[config.mk]
export PLATFORM = sky130hd
export DESIGN_NAME = vga_scan_driver
export DESIGN_NICKNAME = d
export VERILOG_FILES = /design/src/rtl/vga_timing_pkg.sv /design/src/rtl/vga_delay_line.sv /design/src/rtl/vga_scan_driver.sv
export SDC_FILE = /design/constraint.sdc
export NUM_CORES = 1
export LEC_CHECK = 0
export ABC_AREA = 1
export CORE_ASPECT_RATIO = 1.5
export CORE_MARGIN = 3
export CORE_UTILIZATION = 45
export DETAILED_ROUTE_END_ITERATION = 7
export PLACE_DENSITY_LB_ADDON = 0.05
export RECOVER_POWER = 25
export SKIP_LAST_GASP = 1
export SYNTH_ARGS = -nofsm -noshare
export SYNTH_HDL_FRONTEND = slang
export SYNTH_SLANG_ARGS = --single-unit
[constraint.sdc]
create_clock -name clk -period 1.4 [get_ports clk]
set_input_delay 0.28 -clock clk [delete_from_list [all_inputs] [get_ports clk]]
set_output_delay 0.28 -clock clk [all_outputs]
set_load 0.005 [all_outputs]
[src/rtl/vga_timing_pkg.sv]
// Timing constants, counter/coordinate widths and colour field positions
// shared by the VGA scan driver and its alignment pipeline.
package vga_timing_pkg;

  // Default 640x480@60 Hz timing (pixels / lines)
  localparam int H_ACTIVE_DEF = 640;
  localparam int H_FP_DEF     = 16;
  localparam int H_SYNC_DEF   = 96;
  localparam int H_BP_DEF     = 48;
  localparam int V_ACTIVE_DEF = 480;
  localparam int V_FP_DEF     = 10;
  localparam int V_SYNC_DEF   = 2;
  localparam int V_BP_DEF     = 33;

  // Derived totals and sync windows for the default timing
  localparam int H_TOTAL      = H_ACTIVE_DEF + H_FP_DEF + H_SYNC_DEF + H_BP_DEF;  // 800
  localparam int V_TOTAL      = V_ACTIVE_DEF + V_FP_DEF + V_SYNC_DEF + V_BP_DEF;  // 525
  localparam int H_SYNC_START = H_ACTIVE_DEF + H_FP_DEF;                          // 656
  localparam int H_SYNC_END   = H_SYNC_START + H_SYNC_DEF - 1;                    // 751
  localparam int V_SYNC_START = V_ACTIVE_DEF + V_FP_DEF;                          // 490
  localparam int V_SYNC_END   = V_SYNC_START + V_SYNC_DEF - 1;                    // 491

  // Widths
  localparam int CNT_W = 10;
  localparam int POS_W = 11;
  localparam int RGB_W = 12;

  // Colour word field positions: [11:8]=R, [7:4]=G, [3:0]=B
  localparam int R_HI = 11;
  localparam int R_LO = 8;
  localparam int G_HI = 7;
  localparam int G_LO = 4;
  localparam int B_HI = 3;
  localparam int B_LO = 0;

  // Per-cycle raster attributes carried down the alignment pipeline.
  // hs/vs are 1 when the sync window is asserted, so an all-zero tag
  // means "blank, sync inactive" and is the natural cleared value.
  typedef struct packed {
    logic active;
    logic hs;
    logic vs;
  } scan_tag_t;

  // Inclusive window test on a counter value
  function automatic logic in_window(input logic [CNT_W-1:0] cnt,
                                     input logic [CNT_W-1:0] lo,
                                     input logic [CNT_W-1:0] hi);
    return (cnt >= lo) && (cnt <= hi);
  endfunction

endpackage

[src/rtl/vga_delay_line.sv]
// Fixed-depth register shift line with asynchronous active-low clear.
// dout is din delayed by exactly DEPTH clock edges.
module vga_delay_line #(
  parameter int WIDTH = 3,
  parameter int DEPTH = 3
) (
  input  logic             clk,
  input  logic             rst_n,
  input  logic [WIDTH-1:0] din,
  output logic [WIDTH-1:0] dout
);

  logic [WIDTH-1:0] stage_r [DEPTH];

  // Shift din through DEPTH stages; clear every stage on reset
  always_ff @(posedge clk or negedge rst_n) begin
    if (!rst_n) begin
      for (int i = 0; i < DEPTH; i++) begin
        stage_r[i] <= {WIDTH{1'b0}};
      end
    end else begin
      stage_r[0] <= din;
      for (int i = 1; i < DEPTH; i++) begin
        stage_r[i] <= stage_r[i-1];
      end
    end
  end

  assign dout = stage_r[DEPTH-1];

endmodule

[src/rtl/vga_scan_driver.sv]
// VGA raster generator: h/v counters, coordinate publish to the renderers,
// and a latency-aligned registered output stage for sync and RGB pins.
module vga_scan_driver
  import vga_timing_pkg::*;
#(
  parameter int DATA_LAT = 3,
  parameter int H_ACTIVE = H_ACTIVE_DEF,
  parameter int H_FP     = H_FP_DEF,
  parameter int H_SYNC   = H_SYNC_DEF,
  parameter int H_BP     = H_BP_DEF,
  parameter int V_ACTIVE = V_ACTIVE_DEF,
  parameter int V_FP     = V_FP_DEF,
  parameter int V_SYNC   = V_SYNC_DEF,
  parameter int V_BP     = V_BP_DEF
) (
  input  logic             clk,
  input  logic             rst_n,
  input  logic [RGB_W-1:0] VGA_data,
  output logic [POS_W-1:0] VGA_xpos,
  output logic [POS_W-1:0] VGA_ypos,
  output logic             VGA_hs,
  output logic             VGA_vs,
  output logic [3:0]       VGA_r,
  output logic [3:0]       VGA_g,
  output logic [3:0]       VGA_b,
  output logic             frame_start
);

  // Counter limits and window bounds for the chosen timing
  localparam logic [CNT_W-1:0] H_ACT_END = CNT_W'(H_ACTIVE);
  localparam logic [CNT_W-1:0] V_ACT_END = CNT_W'(V_ACTIVE);
  localparam logic [CNT_W-1:0] H_LAST    = CNT_W'(H_ACTIVE + H_FP + H_SYNC + H_BP - 1);
  localparam logic [CNT_W-1:0] V_LAST    = CNT_W'(V_ACTIVE + V_FP + V_SYNC + V_BP - 1);
  localparam logic [CNT_W-1:0] HS_LO     = CNT_W'(H_ACTIVE + H_FP);
  localparam logic [CNT_W-1:0] HS_HI     = CNT_W'(H_ACTIVE + H_FP + H_SYNC - 1);
  localparam logic [CNT_W-1:0] VS_LO     = CNT_W'(V_ACTIVE + V_FP);
  localparam logic [CNT_W-1:0] VS_HI     = CNT_W'(V_ACTIVE + V_FP + V_SYNC - 1);

  logic [CNT_W-1:0] h_cnt_r;
  logic [CNT_W-1:0] v_cnt_r;
  logic             h_act_s;
  logic             v_act_s;
  scan_tag_t        tag_in_s;
  scan_tag_t        tag_out_s;

  // Raster counters: h wraps every line, v advances on the last pixel of a line
  always_ff @(posedge clk or negedge rst_n) begin
    if (!rst_n) begin
      h_cnt_r <= {CNT_W{1'b0}};
      v_cnt_r <= {CNT_W{1'b0}};
    end else if (h_cnt_r == H_LAST) begin
      h_cnt_r <= {CNT_W{1'b0}};
      if (v_cnt_r == V_LAST) begin
        v_cnt_r <= {CNT_W{1'b0}};
      end else begin
        v_cnt_r <= v_cnt_r + 10'd1;
      end
    end else begin
      h_cnt_r <= h_cnt_r + 10'd1;
    end
  end

  // Decode active/sync from the counter registers and publish coordinates;
  // gating by rst_n keeps coordinates and frame_start at 0 during reset
  always_comb begin
    h_act_s     = (h_cnt_r < H_ACT_END);
    v_act_s     = (v_cnt_r < V_ACT_END);
    tag_in_s.active = h_act_s && v_act_s;
    tag_in_s.hs     = in_window(h_cnt_r, HS_LO, HS_HI);
    tag_in_s.vs     = in_window(v_cnt_r, VS_LO, VS_HI);
    VGA_xpos    = {POS_W{1'b0}};
    VGA_ypos    = {POS_W{1'b0}};
    frame_start = 1'b0;
    if (rst_n && h_act_s && v_act_s) begin
      VGA_xpos = {1'b0, h_cnt_r} + 11'd1;
      VGA_ypos = {1'b0, v_cnt_r} + 11'd1;
    end else begin
      VGA_xpos = {POS_W{1'b0}};
      VGA_ypos = {POS_W{1'b0}};
    end
    if (rst_n && (h_cnt_r == 10'd0) && (v_cnt_r == 10'd0)) begin
      frame_start = 1'b1;
    end else begin
      frame_start = 1'b0;
    end
  end

  // Delay the raster attributes so they meet the renderer's colour word
  vga_delay_line #(
    .WIDTH ($bits(scan_tag_t)),
    .DEPTH (DATA_LAT)
  ) u_align (
    .clk   (clk),
    .rst_n (rst_n),
    .din   (tag_in_s),
    .dout  (tag_out_s)
  );

  // Output pins: sync and colour leave on the same edge, colour blanked
  // whenever the aligned pixel is outside the active region
  always_ff @(posedge clk or negedge rst_n) begin
    if (!rst_n) begin
      VGA_hs <= 1'b1;
      VGA_vs <= 1'b1;
      VGA_r  <= 4'h0;
      VGA_g  <= 4'h0;
      VGA_b  <= 4'h0;
    end else begin
      VGA_hs <= ~tag_out_s.hs;
      VGA_vs <= ~tag_out_s.vs;
      if (tag_out_s.active) begin
        VGA_r <= VGA_data[R_HI:R_LO];
        VGA_g <= VGA_data[G_HI:G_LO];
        VGA_b <= VGA_data[B_HI:B_LO];
      end else begin
        VGA_r <= 4'h0;
        VGA_g <= 4'h0;
        VGA_b <= 4'h0;
      end
    end
  end

endmodule

==> flow_metrics.env, run 1 <==
export IMPL_syn_to_final_growth_pct=77.6
export IMPL_crit_slowest_cell="dfrtp_2"
export IMPL_startpoint="h_cnt_r[0]$_DFF_PN0_"
export IMPL_ys_seq_area_share_pct=49.8
export IMPL_grt_usage_pct=22.8
export IMPL_yosysTopAreaCell="dfrtp_1"
export IMPL_crit_required_ns=1.12
export IMPL_core_area_um2=4580
export IMPL_clkPwrFrac_pct=41.3
export IMPL_first_pass_iters=4
export IMPL_fin_nets=424
export IMPL_max_freq_mhz=506
export IMPL_fin_skew_ns=0.00557
export IMPL_cts_max_level=2
export IMPL_synthTopCellsByCount="nand2_1, inv_1, dfrtp_1, nand3_1, nor2_1"
export IMPL_finalNonFillerCells=471
export IMPL_fin_crit_sh_pct=141
export IMPL_crit_type="reg -> out"
export IMPL_netlist_area_leader_share_pct=47.3
export IMPL_ys_ff_latch=43
export IMPL_drc_errors=0
export IMPL_grt_pass1_wl_um=10300
export IMPL_max_stage_delay_ns=0.45
export IMPL_combinationalPowerShare_pct=7.3
export IMPL_wl_um=6500
export IMPL_num_vias=2163
export IMPL_via_per_inst=4.59
export IMPL_p_leak_nw=2.12
export IMPL_timing_slew_headroom_pct=46.4
export IMPL_grt_overflow=0
export IMPL_ant_nets=0
export IMPL_rows=30
export IMPL_antennaDiodeCount=0
export IMPL_crit_path_cell_trace="ha_4 -> nand3_4 -> nor2_4 -> buf_6 -> xor2_1 -> and2_1 -> buf_2"
export IMPL_numCtsBuffers=5
export IMPL_hp_start="u_align.stage_r[6]$_DFF_PN0_"
export IMPL_dp_hpwl_um=3740
export IMPL_cp_end_kind="output pin"
export IMPL_place_inst=419
export IMPL_setup_ws_ns=-0.577
export IMPL_p_int_w=0.00193
export IMPL_tightest_slew_ns=0.803
export IMPL_filler_cell_count=276
export IMPL_clock_sinks=43
export IMPL_arrival_ns=1.70
export IMPL_port_buffers=47
export IMPL_hold_class="reg -> reg"
export IMPL_grt_max_degree=34
export IMPL_grt_pass1_vias=2203
export IMPL_tns_ns=-11.63
export IMPL_finalHoldViolations=0
export IMPL_drive_gt1_share_pct=48.4
export IMPL_powerDensity_nw_per_um2=637
export IMPL_switchingPower_w=0.000519
export IMPL_yosysMostFrequentCell="nand2_1"
export IMPL_drv_cap=0
export IMPL_die_h_um=91.0
export IMPL_rsz0062_at_grt="yes"
export IMPL_synth_area_leaders="dfrtp_1, nand2_1, inv_1"
export IMPL_seqPwrFrac_pct=51.4
export IMPL_setup_viol=36
export IMPL_crit_fanout=4
export IMPL_status="finished with violations"
export IMPL_cts_tree="done"
export IMPL_netlist_cell_type_count=32
export IMPL_irDropWorstVdd_v=0.000498
export IMPL_violations="setup timing"
export IMPL_clkTransAtPathRegs_ns=0.08
export IMPL_synth_edf_count=0
export IMPL_place_congestion=0.873
export IMPL_startpoint_type="flip-flop"
export IMPL_swShare_pct=21.2
export IMPL_die_area_um2=5700
export IMPL_synth_avg_cell_area_um2=8.15
export IMPL_drt_iter0_markers=80
export IMPL_yosysWarningCount=0
export IMPL_netlist_area_um2=2170
export IMPL_dieWidth_um=62.7
export IMPL_wl_per_cell_um=13.8
export IMPL_r2r_start="v_cnt_r[1]$_DFFE_PN0P_"
export IMPL_ys_flop_type="dfrtp_1"
export IMPL_total_power_w=0.00245
export IMPL_cts_root_buf="clkbuf_8"
export IMPL_finalWorstPathRequiredPeriod_ns=1.98
export IMPL_io_pins=51
export IMPL_final_max_slew_violation_count=0
export IMPL_synth_cells=266
export IMPL_initial_core_util_pct=47.3
export IMPL_antenna_found_initial=0
export IMPL_clk_latency_ns=0.30
export IMPL_clock_path_buffers=2
export IMPL_async_reset_ff_share_pct=100
-- cells in the final DEF, fill, tap and decap left out, types with 2 or more instances in the layout --
cell             count
inv_2                6
clkbuf_8             6
and2_1               2
nor2_2               4
buf_4               63
dlymetal6s2s_1      10
dlygate4sd2_1        4
nor3_1               2
a21oi_2              3
dfstp_2              2
buf_6               24
buf_12               2
nand3_4              7
xnor2_2              2
nand4_1              3
buf_2               19
dfrtp_2              4
nand3_2              6
clkdlybuf4s50_1     12
dfrtp_1             37
o21ai_4              2
ha_4                 2
nand2_2             13
nand2_1             75
nor2_1               5
xor2_2               2
conb_1               3
nand3_1              4
nor2_4              15
inv_1               46
inv_4                3
-- per-stage QoR --
| step | utilization (%) | setup slack, ns | area, um2 | hold WS, ns |
|---|---|---|---|---|
| 2_1_floorplan | - | 0.00694 | 2180 | -0.0156 |
| 3_3_place_gp | 66.3 | -0.555 | 3040 | 0.301 |
| 3_5_place_dp | 66.3 | -0.587 | 3040 | 0.300 |
| 4_1_cts | 77.8 | -0.569 | 3560 | 0.108 |
| 5_1_grt | 84.0 | -0.654 | 3850 | 0.366 |
| 6_report | 84.0 | -0.577 | 3850 | 0.354 |
-- final cells by class --
class,count,area (um2),area share (%)
Clock buffer,6,82.6,2.15
Clock inverter,2,35.0,0.910
Inverter,56,223,5.79
Multi-Input combinational cell,163,1170,30.3
Sequential cell,43,1080,28.2
Tap cell,64,80.1,2.08
Timing Repair Buffer,137,1180,30.6
-- critical path: cells and delay by family, from the launching register on --
kind	cells	cell delay (ns)
xor+xnor	1	0.17
fa+ha+maj	1	0.17
buf+inv	2	0.22
flops	1	0.45
simple gates	3	0.39
-- per-layer routing --
layer	GRT usage, %	share of wire, %	vias to the layer above
met4	9.76	3.7	0
met2	43.0	56	47
li1	-	-	1064
met1	24.8	37	1033
met5	0	0	-
met3	3.34	3.5	19
-- path summary, 6_finish.rpt --
| kind | end | cells after the start | slack [ns] |
|---|---|---|---|
| max reg2reg | v_cnt_r[8]$_DFFE_PN0P_ | 13 | -0.39 |
| max | VGA_xpos[6] | 7 | -0.58 |
| min | u_align.stage_r[3]$_DFF_PN0_ | 0 | 0.35 |
| min reg2reg | u_align.stage_r[3]$_DFF_PN0_ | 0 | 0.35 |
| min in group asynchronous | u_align.dout[0]$_DFF_PN0_ | 2 | 0.37 |
| max in group asynchronous | h_cnt_r[0]$_DFF_PN0_ | 2 | 0.49 |
-- cells by family after synthesis --
group | Yosys count | share of synthesized area, %
and+or+nand+nor | 143 | 31.3
buffers and inverters | 62 | 11.8
DFF | 43 | 49.8
AOI/OAI and AO/OA | 7 | 1.90
xor gates and xnor gates | 6 | 2.77
adders and majority gates | 4 | 2.31
other | 1 | 0.173
-- repair_timing --
item / 4_1_cts / 5_1_grt
buffers inserted: 41 / 12
gates resized for setup: 144 / 63
endpoints found under the setup margin: 39 / 46
endpoints found under the hold margin: 8 / 0
pin swaps: 39 / 27
hold buffers: 1 / 0
-- registers in the layout, summed over array words and instances, names as in the netlist --
signal           cells
VGA_b                4
VGA_g                4
VGA_hs               1
VGA_r                4
VGA_vs               1
h_cnt_r             10
u_align.dout         3
u_align.stage_r      6
v_cnt_r             10
-- power by group through the flow --
| stage | logic [W] | registers, W | clock network (W) |
|---|---|---|---|
| after floorplan | 0.0000358 | 0.00129 | 0 |
| after global placement | 0.000152 | 0.00129 | 0 |
| after detailed placement | 0.000154 | 0.00129 | 0 |
| after CTS | 0.000171 | 0.00126 | 0.00101 |
| after global routing | 0.000195 | 0.00126 | 0.00107 |
| final | 0.000179 | 0.00126 | 0.00101 |
Power figures use the tool's default switching activity.
==> inputs of run 2 (changes only) <==
--- a/config.mk
+++ b/config.mk
@@ -6,7 +6,6 @@
 export NUM_CORES = 1
 export LEC_CHECK = 0
 export ABC_AREA = 1
-export CORE_ASPECT_RATIO = 1.5
 export CORE_MARGIN = 3
 export CORE_UTILIZATION = 45
 export DETAILED_ROUTE_END_ITERATION = 7
==> flow_metrics.env, run 2 (synthesis gave the netlist of run 1 again) <==
export IMPL_finalHoldViolations=0
export IMPL_final_cell_mix="buf_4, nand2_1, inv_1"
export IMPL_via_per_inst=4.93
export IMPL_rows=24
export IMPL_io_pins=51
export IMPL_final_common_cell="buf_4"
export IMPL_cp_end_kind="output pin"
export IMPL_cts_root_buf="clkbuf_8"
export IMPL_setup_viol=36
export IMPL_drive_gt1_share_pct=48.6
export IMPL_critPathBufInv=2
export IMPL_cts_max_level=2
export IMPL_fin_crit_sh_pct=141
export IMPL_first_pass_iters=4
export IMPL_clkTransAtPathRegs_ns=0.09
export IMPL_powerDensity_nw_per_um2=614
export IMPL_clock_path_buffers=2
export IMPL_crit_family="flip-flops"
export IMPL_dp_hpwl_um=3570
export IMPL_p_leak_nw=2.11
export IMPL_final_util_pct=82.7
export IMPL_ant_nets=0
export IMPL_crit_required_ns=1.12
export IMPL_dieWidth_um=75.4
export IMPL_wl_per_cell_um=15.7
export IMPL_core_area_um2=4500
export IMPL_place_inst=414
export IMPL_violations="setup timing"
export IMPL_crit_slowest_cell="dfrtp_2"
export IMPL_finalWorstPathRequiredPeriod_ns=1.97
export IMPL_filler_cell_count=254
export IMPL_num_vias=2262
export IMPL_die_area_um2=5680
export IMPL_syn_to_final_growth_pct=71.8
export IMPL_drv_cap=0
export IMPL_max_freq_mhz=508
export IMPL_place_congestion=0.909
export IMPL_clk_latency_ns=0.31
export IMPL_tightest_slew_ns=0.958
export IMPL_rsz0062_at_grt="yes"
export IMPL_wl_um=7210
export IMPL_dp_slack_ns=-0.550
export IMPL_hold_class="in -> async"
export IMPL_irDropWorstVdd_v=0.000590
export IMPL_startpoint_type="flip-flop"
export IMPL_port_buffers=47
export IMPL_r2r_setup_slack_ns=-0.36
export IMPL_final_max_slew_violation_count=0
export IMPL_die_h_um=75.4
export IMPL_setup_ws_ns=-0.567
export IMPL_status="finished with violations"
export IMPL_crit_type="reg -> out"
export IMPL_numCtsBuffers=5
export IMPL_path_depth=7
export IMPL_drt_iter0_markers=146
export IMPL_antenna_found_initial=0
export IMPL_initial_core_util_pct=48.1
export IMPL_ff2ff_path_depth=10
export IMPL_grt_pass1_wl_um=9260
export IMPL_cts_tree="done"
export IMPL_fin_skew_ns=0.00908
export IMPL_drc_errors=0
export IMPL_clock_sinks=43
export IMPL_max_stage_delay_ns=0.45
export IMPL_total_power_w=0.00229
export IMPL_antennaDiodeCount=0
export IMPL_fin_nets=424
export IMPL_grt_pass1_vias=1978
export IMPL_crit_path_cell_trace="ha_4 -> nand3_4 -> nor2_4 -> buf_6 -> xor2_2 -> and2_1 -> buf_2"
export IMPL_arrival_ns=1.69
export IMPL_top_regs="h_cnt_r x10, v_cnt_r x10, u_align.stage_r x6"
export IMPL_crit_fanout=4
export IMPL_finalNonFillerCells=459
export IMPL_timing_slew_headroom_pct=36.1
export IMPL_grt_overflow=0
export IMPL_grt_usage_pct=21.8
export IMPL_grt_max_degree=40
==> run 2: where the power goes <==
group	switching (W)	leakage [nW]	internal, W
logic	0.0000874	1.53	0.000104
registers	0.00000389	0.532	0.00126
clock network	0.000475	0.0408	0.000357
total	0.000566	2.11	0.00172
==> run 2: worst paths after layout <==
kind / startpoint / to
setup / recovery: h_cnt_r[0]$_DFF_PN0_ / VGA_xpos[6]
hold / removal: rst_n / v_cnt_r[4]$_DFFE_PN0P_
setup reg to reg: h_cnt_r[0]$_DFF_PN0_ / v_cnt_r[0]$_DFFE_PN0P_
hold reg to reg: u_align.stage_r[7]$_DFF_PN0_ / u_align.stage_r[4]$_DFF_PN0_
max in group asynchronous: rst_n / h_cnt_r[2]$_DFF_PN0_
min in group clk: u_align.stage_r[7]$_DFF_PN0_ / u_align.stage_r[4]$_DFF_PN0_
==> run 2: worst reg2reg max path, stage by stage (launching register included) <==
cell and delay, ns:
dfrtp_2 0.45, ha_4 0.17, nand3_4 0.11, buf_6 0.14, buf_6 0.11, inv_4 0.06, buf_6 0.10, nand3_4 0.13
nor2_4 0.24, nand2_1 0.10, nand2_1 0.09
==> run 2: repair_timing <==
item                       CTS  global route
setup endpoints to repair   44            42
resized for setup          141            58
hold endpoints to repair     4             0
hold buffers                 1             0
setup buffers               27            10
pin swaps                   27            25
==> run 2: area by class of cell <==
type                    instances  area, um2  area share (%)
repair buffers                137       1150            30.9
clock inverters                 3       23.8           0.638
multi-input cells             163       1100            29.7
well taps                      52       65.1            1.75
inverters                      56        228            6.12
clock buffers                   5       68.8            1.85
flip-flops and latches         43       1080            29.1
==> run 2: metrics by stage <==
stage,cell area (um2),TNS [ns],hold WS [ns]
after floorplan,2180,0,-0.0156
after global placement,3060,-10.82,0.259
after detailed placement,3060,-11.53,0.254
after CTS,3450,-12.46,0.122
after global routing,3720,-17.02,0.358
final,3720,-14.69,0.280
==> run 2: layer usage <==
metal	track usage (%)	part of all wire (%)
met2	38.3	53
met5	0	0
met1	27.6	39
met4	5.24	2.6
met3	4.62	5.9
==> inputs of run 3 (changes only) <==
--- a/config.mk
+++ b/config.mk
@@ -6,7 +6,7 @@
 export NUM_CORES = 1
 export LEC_CHECK = 0
 export ABC_AREA = 1
-export CORE_MARGIN = 3
+export CORE_MARGIN = 1
 export CORE_UTILIZATION = 45
 export DETAILED_ROUTE_END_ITERATION = 7
 export PLACE_DENSITY_LB_ADDON = 0.05
==> constraint.sdc (replaced) <==
create_clock -name clk -period 1.8 [get_ports clk]
set_input_delay 0.36 -clock clk [delete_from_list [all_inputs] [get_ports clk]]
set_output_delay 0.36 -clock clk [all_outputs]
set_load 0.005 [all_outputs]
==> flow_metrics.env, run 3 (synthesis gave the netlist of run 1 again) <==
export IMPL_cts_tree="done"
export IMPL_die_h_um=71.4
export IMPL_wl_per_cell_um=14.4
export IMPL_drt_iter0_markers=144
export IMPL_syn_to_final_growth_pct=66.2
export IMPL_seqCellArea_um2=1080
export IMPL_clock_path_buffers=2
export IMPL_violations="DRC, setup timing"
export IMPL_grt_pass1_vias=2073
export IMPL_rsz0062_at_grt="yes"
export IMPL_drv_cap=0
export IMPL_irDropWorstVdd_v=0.000271
export IMPL_core_area_um2=4500
export IMPL_antenna_found_initial=0
export IMPL_place_congestion=0.834
export IMPL_drive_gt1_share_pct=43.4
export IMPL_crit_type="reg -> out"
export IMPL_status="finished with violations"
export IMPL_p_int_w=0.00161
export IMPL_clkPwrFrac_pct=44.7
export IMPL_numCtsBuffers=5
export IMPL_finalWorstPathRequiredPeriod_ns=2.04
export IMPL_final_max_slew_violation_count=0
export IMPL_dp_hpwl_um=3590
export IMPL_cts_max_level=2
export IMPL_postCtsHoldBufs=0
export IMPL_final_common_cell="nand2_1"
export IMPL_clkTransAtPathRegs_ns=0.08
export IMPL_final_cell_mix="nand2_1, buf_4, inv_1"
export IMPL_grt_max_degree=25
export IMPL_combinationalPowerShare_pct=7.0
export IMPL_setup_viol=21
export IMPL_grt_usage_pct=24.9
export IMPL_crit_required_ns=1.44
export IMPL_grt_overflow=0
export IMPL_via_per_inst=4.80
export IMPL_timing_slew_headroom_pct=17.0
export IMPL_startpoint_type="flip-flop"
export IMPL_powerDensity_nw_per_um2=564
export IMPL_p_leak_nw=1.93
export IMPL_final_util_pct=80.0
export IMPL_seqPwrFrac_pct=48.3
export IMPL_finalHoldViolations=0
export IMPL_io_pins=51
export IMPL_clk_latency_ns=0.30
export IMPL_num_vias=2143
export IMPL_ant_nets=0
export IMPL_tns_ns=-3.22
export IMPL_wl_um=6410
export IMPL_dieWidth_um=71.4
export IMPL_filler_cell_count=286
export IMPL_whs_ns=0.353
export IMPL_swShare_pct=20.7
export IMPL_die_area_um2=5100
export IMPL_arrival_ns=1.68
export IMPL_initial_core_util_pct=48.1
export IMPL_rows=24
export IMPL_drc_errors=7
export IMPL_multiInputGateArea_um2=1070
export IMPL_fin_crit_sh_pct=113
export IMPL_crit_fanout=3
export IMPL_max_freq_mhz=491
export IMPL_fin_nets=411
export IMPL_antennaDiodeCount=0
export IMPL_cp_end_kind="output pin"
export IMPL_total_power_w=0.00203
export IMPL_port_buffers=47
export IMPL_setup_ws_ns=-0.239
export IMPL_cts_root_buf="clkbuf_8"
export IMPL_hold_class="reg -> reg"
export IMPL_switchingPower_w=0.000422
export IMPL_clock_sinks=43
export IMPL_grt_pass1_wl_um=9530
export IMPL_fin_skew_ns=0.00883
export IMPL_first_pass_iters=7
export IMPL_tightest_slew_ns=1.24
export IMPL_top_regs="h_cnt_r x10, v_cnt_r x10, u_align.stage_r x6"
## run 3: changes by cell type in the layout (fill, tap and decap cells not counted), sizes merged
cell	before	now
dlygate4sd3	1	0
dlymetal6s2s	6	0
buf	109	94
inv	56	54
clkbuf	6	9
dlygate4sd2	8	0
bufinv	0	2
clkinvlp	2	1
clkinv	1	2
clkdlybuf4s50	12	26
## run 3: final cells by class
| type | instances | share of cell area [%] |
|---|---|---|
| Tap cell | 52 | 1.81 |
| Clock buffer | 5 | 1.91 |
| Multi-Input combinational cell | 163 | 29.8 |
| Clock inverter | 3 | 1.88 |
| Inverter | 56 | 6.25 |
| Sequential cell | 43 | 30.0 |
| Timing Repair Buffer | 124 | 28.3 |
## run 3: critical path: stages, from the launching register on
cell and delay, ns:
dfrtp_2 0.42, ha_4 0.18, nand3_4 0.09, buf_4 0.15, buf_6 0.11, inv_2 0.05, nand2_2 0.06, a21oi_2 0.18
clkbuf_2 0.13
## run 3: worst paths after layout
kind / start / endpoint / slack [ns] / depth (start not counted)
min: u_align.stage_r[4]$_DFF_PN0_ / u_align.dout[1]$_DFF_PN0_ / 0.35 / 0
min in group asynchronous: rst_n / u_align.dout[1]$_DFF_PN0_ / 0.50 / 2
max in group asynchronous: rst_n / v_cnt_r[2]$_DFFE_PN0P_ / 0.42 / 2
max: h_cnt_r[1]$_DFF_PN0_ / VGA_xpos[4] / -0.24 / 8
max reg2reg: h_cnt_r[1]$_DFF_PN0_ / v_cnt_r[7]$_DFFE_PN0P_ / -0.01 / 10
min reg2reg: u_align.stage_r[4]$_DFF_PN0_ / u_align.dout[1]$_DFF_PN0_ / 0.35 / 0
## run 3: layer usage
metal | global-route usage [%] | vias to the layer above | share of wire, %
li1 | - | 1032 | -
met1 | 30.7 | 1007 | 40
met2 | 43.0 | 86 | 52
met3 | 4.22 | 18 | 5.6
met4 | 11.3 | 0 | 3.0
met5 | 0 | - | 0
## run 3: repair_timing
item	4_1_cts	5_1_grt
buffers inserted	29	8
setup endpoints to repair	20	21
resized for setup	122	47
pin swaps	29	22
## run 3: power by group through the flow
| stage | registers, W | clock network (W) | logic (W) |
|---|---|---|---|
| 2_1_floorplan | 0.00100 | 0 | 0.0000279 |
| 3_3_place_gp | 0.00100 | 0 | 0.000119 |
| 3_5_place_dp | 0.00100 | 0 | 0.000120 |
| 4_1_cts | 0.000983 | 0.000923 | 0.000131 |
| 5_1_grt | 0.000983 | 0.000967 | 0.000154 |
| 6_report | 0.000982 | 0.000908 | 0.000141 |
## run 3: stage by stage
step / std cells / setup slack (ns) / instance area (um2)
4_1_cts: 442 / -0.233 / 3420
5_1_grt: 446 / -0.266 / 3600
3_3_place_gp: 406 / -0.338 / 3000
6_report: 446 / -0.239 / 3600
2_1_floorplan: 268 / 0.317 / 2170
3_5_place_dp: 406 / -0.345 / 3000
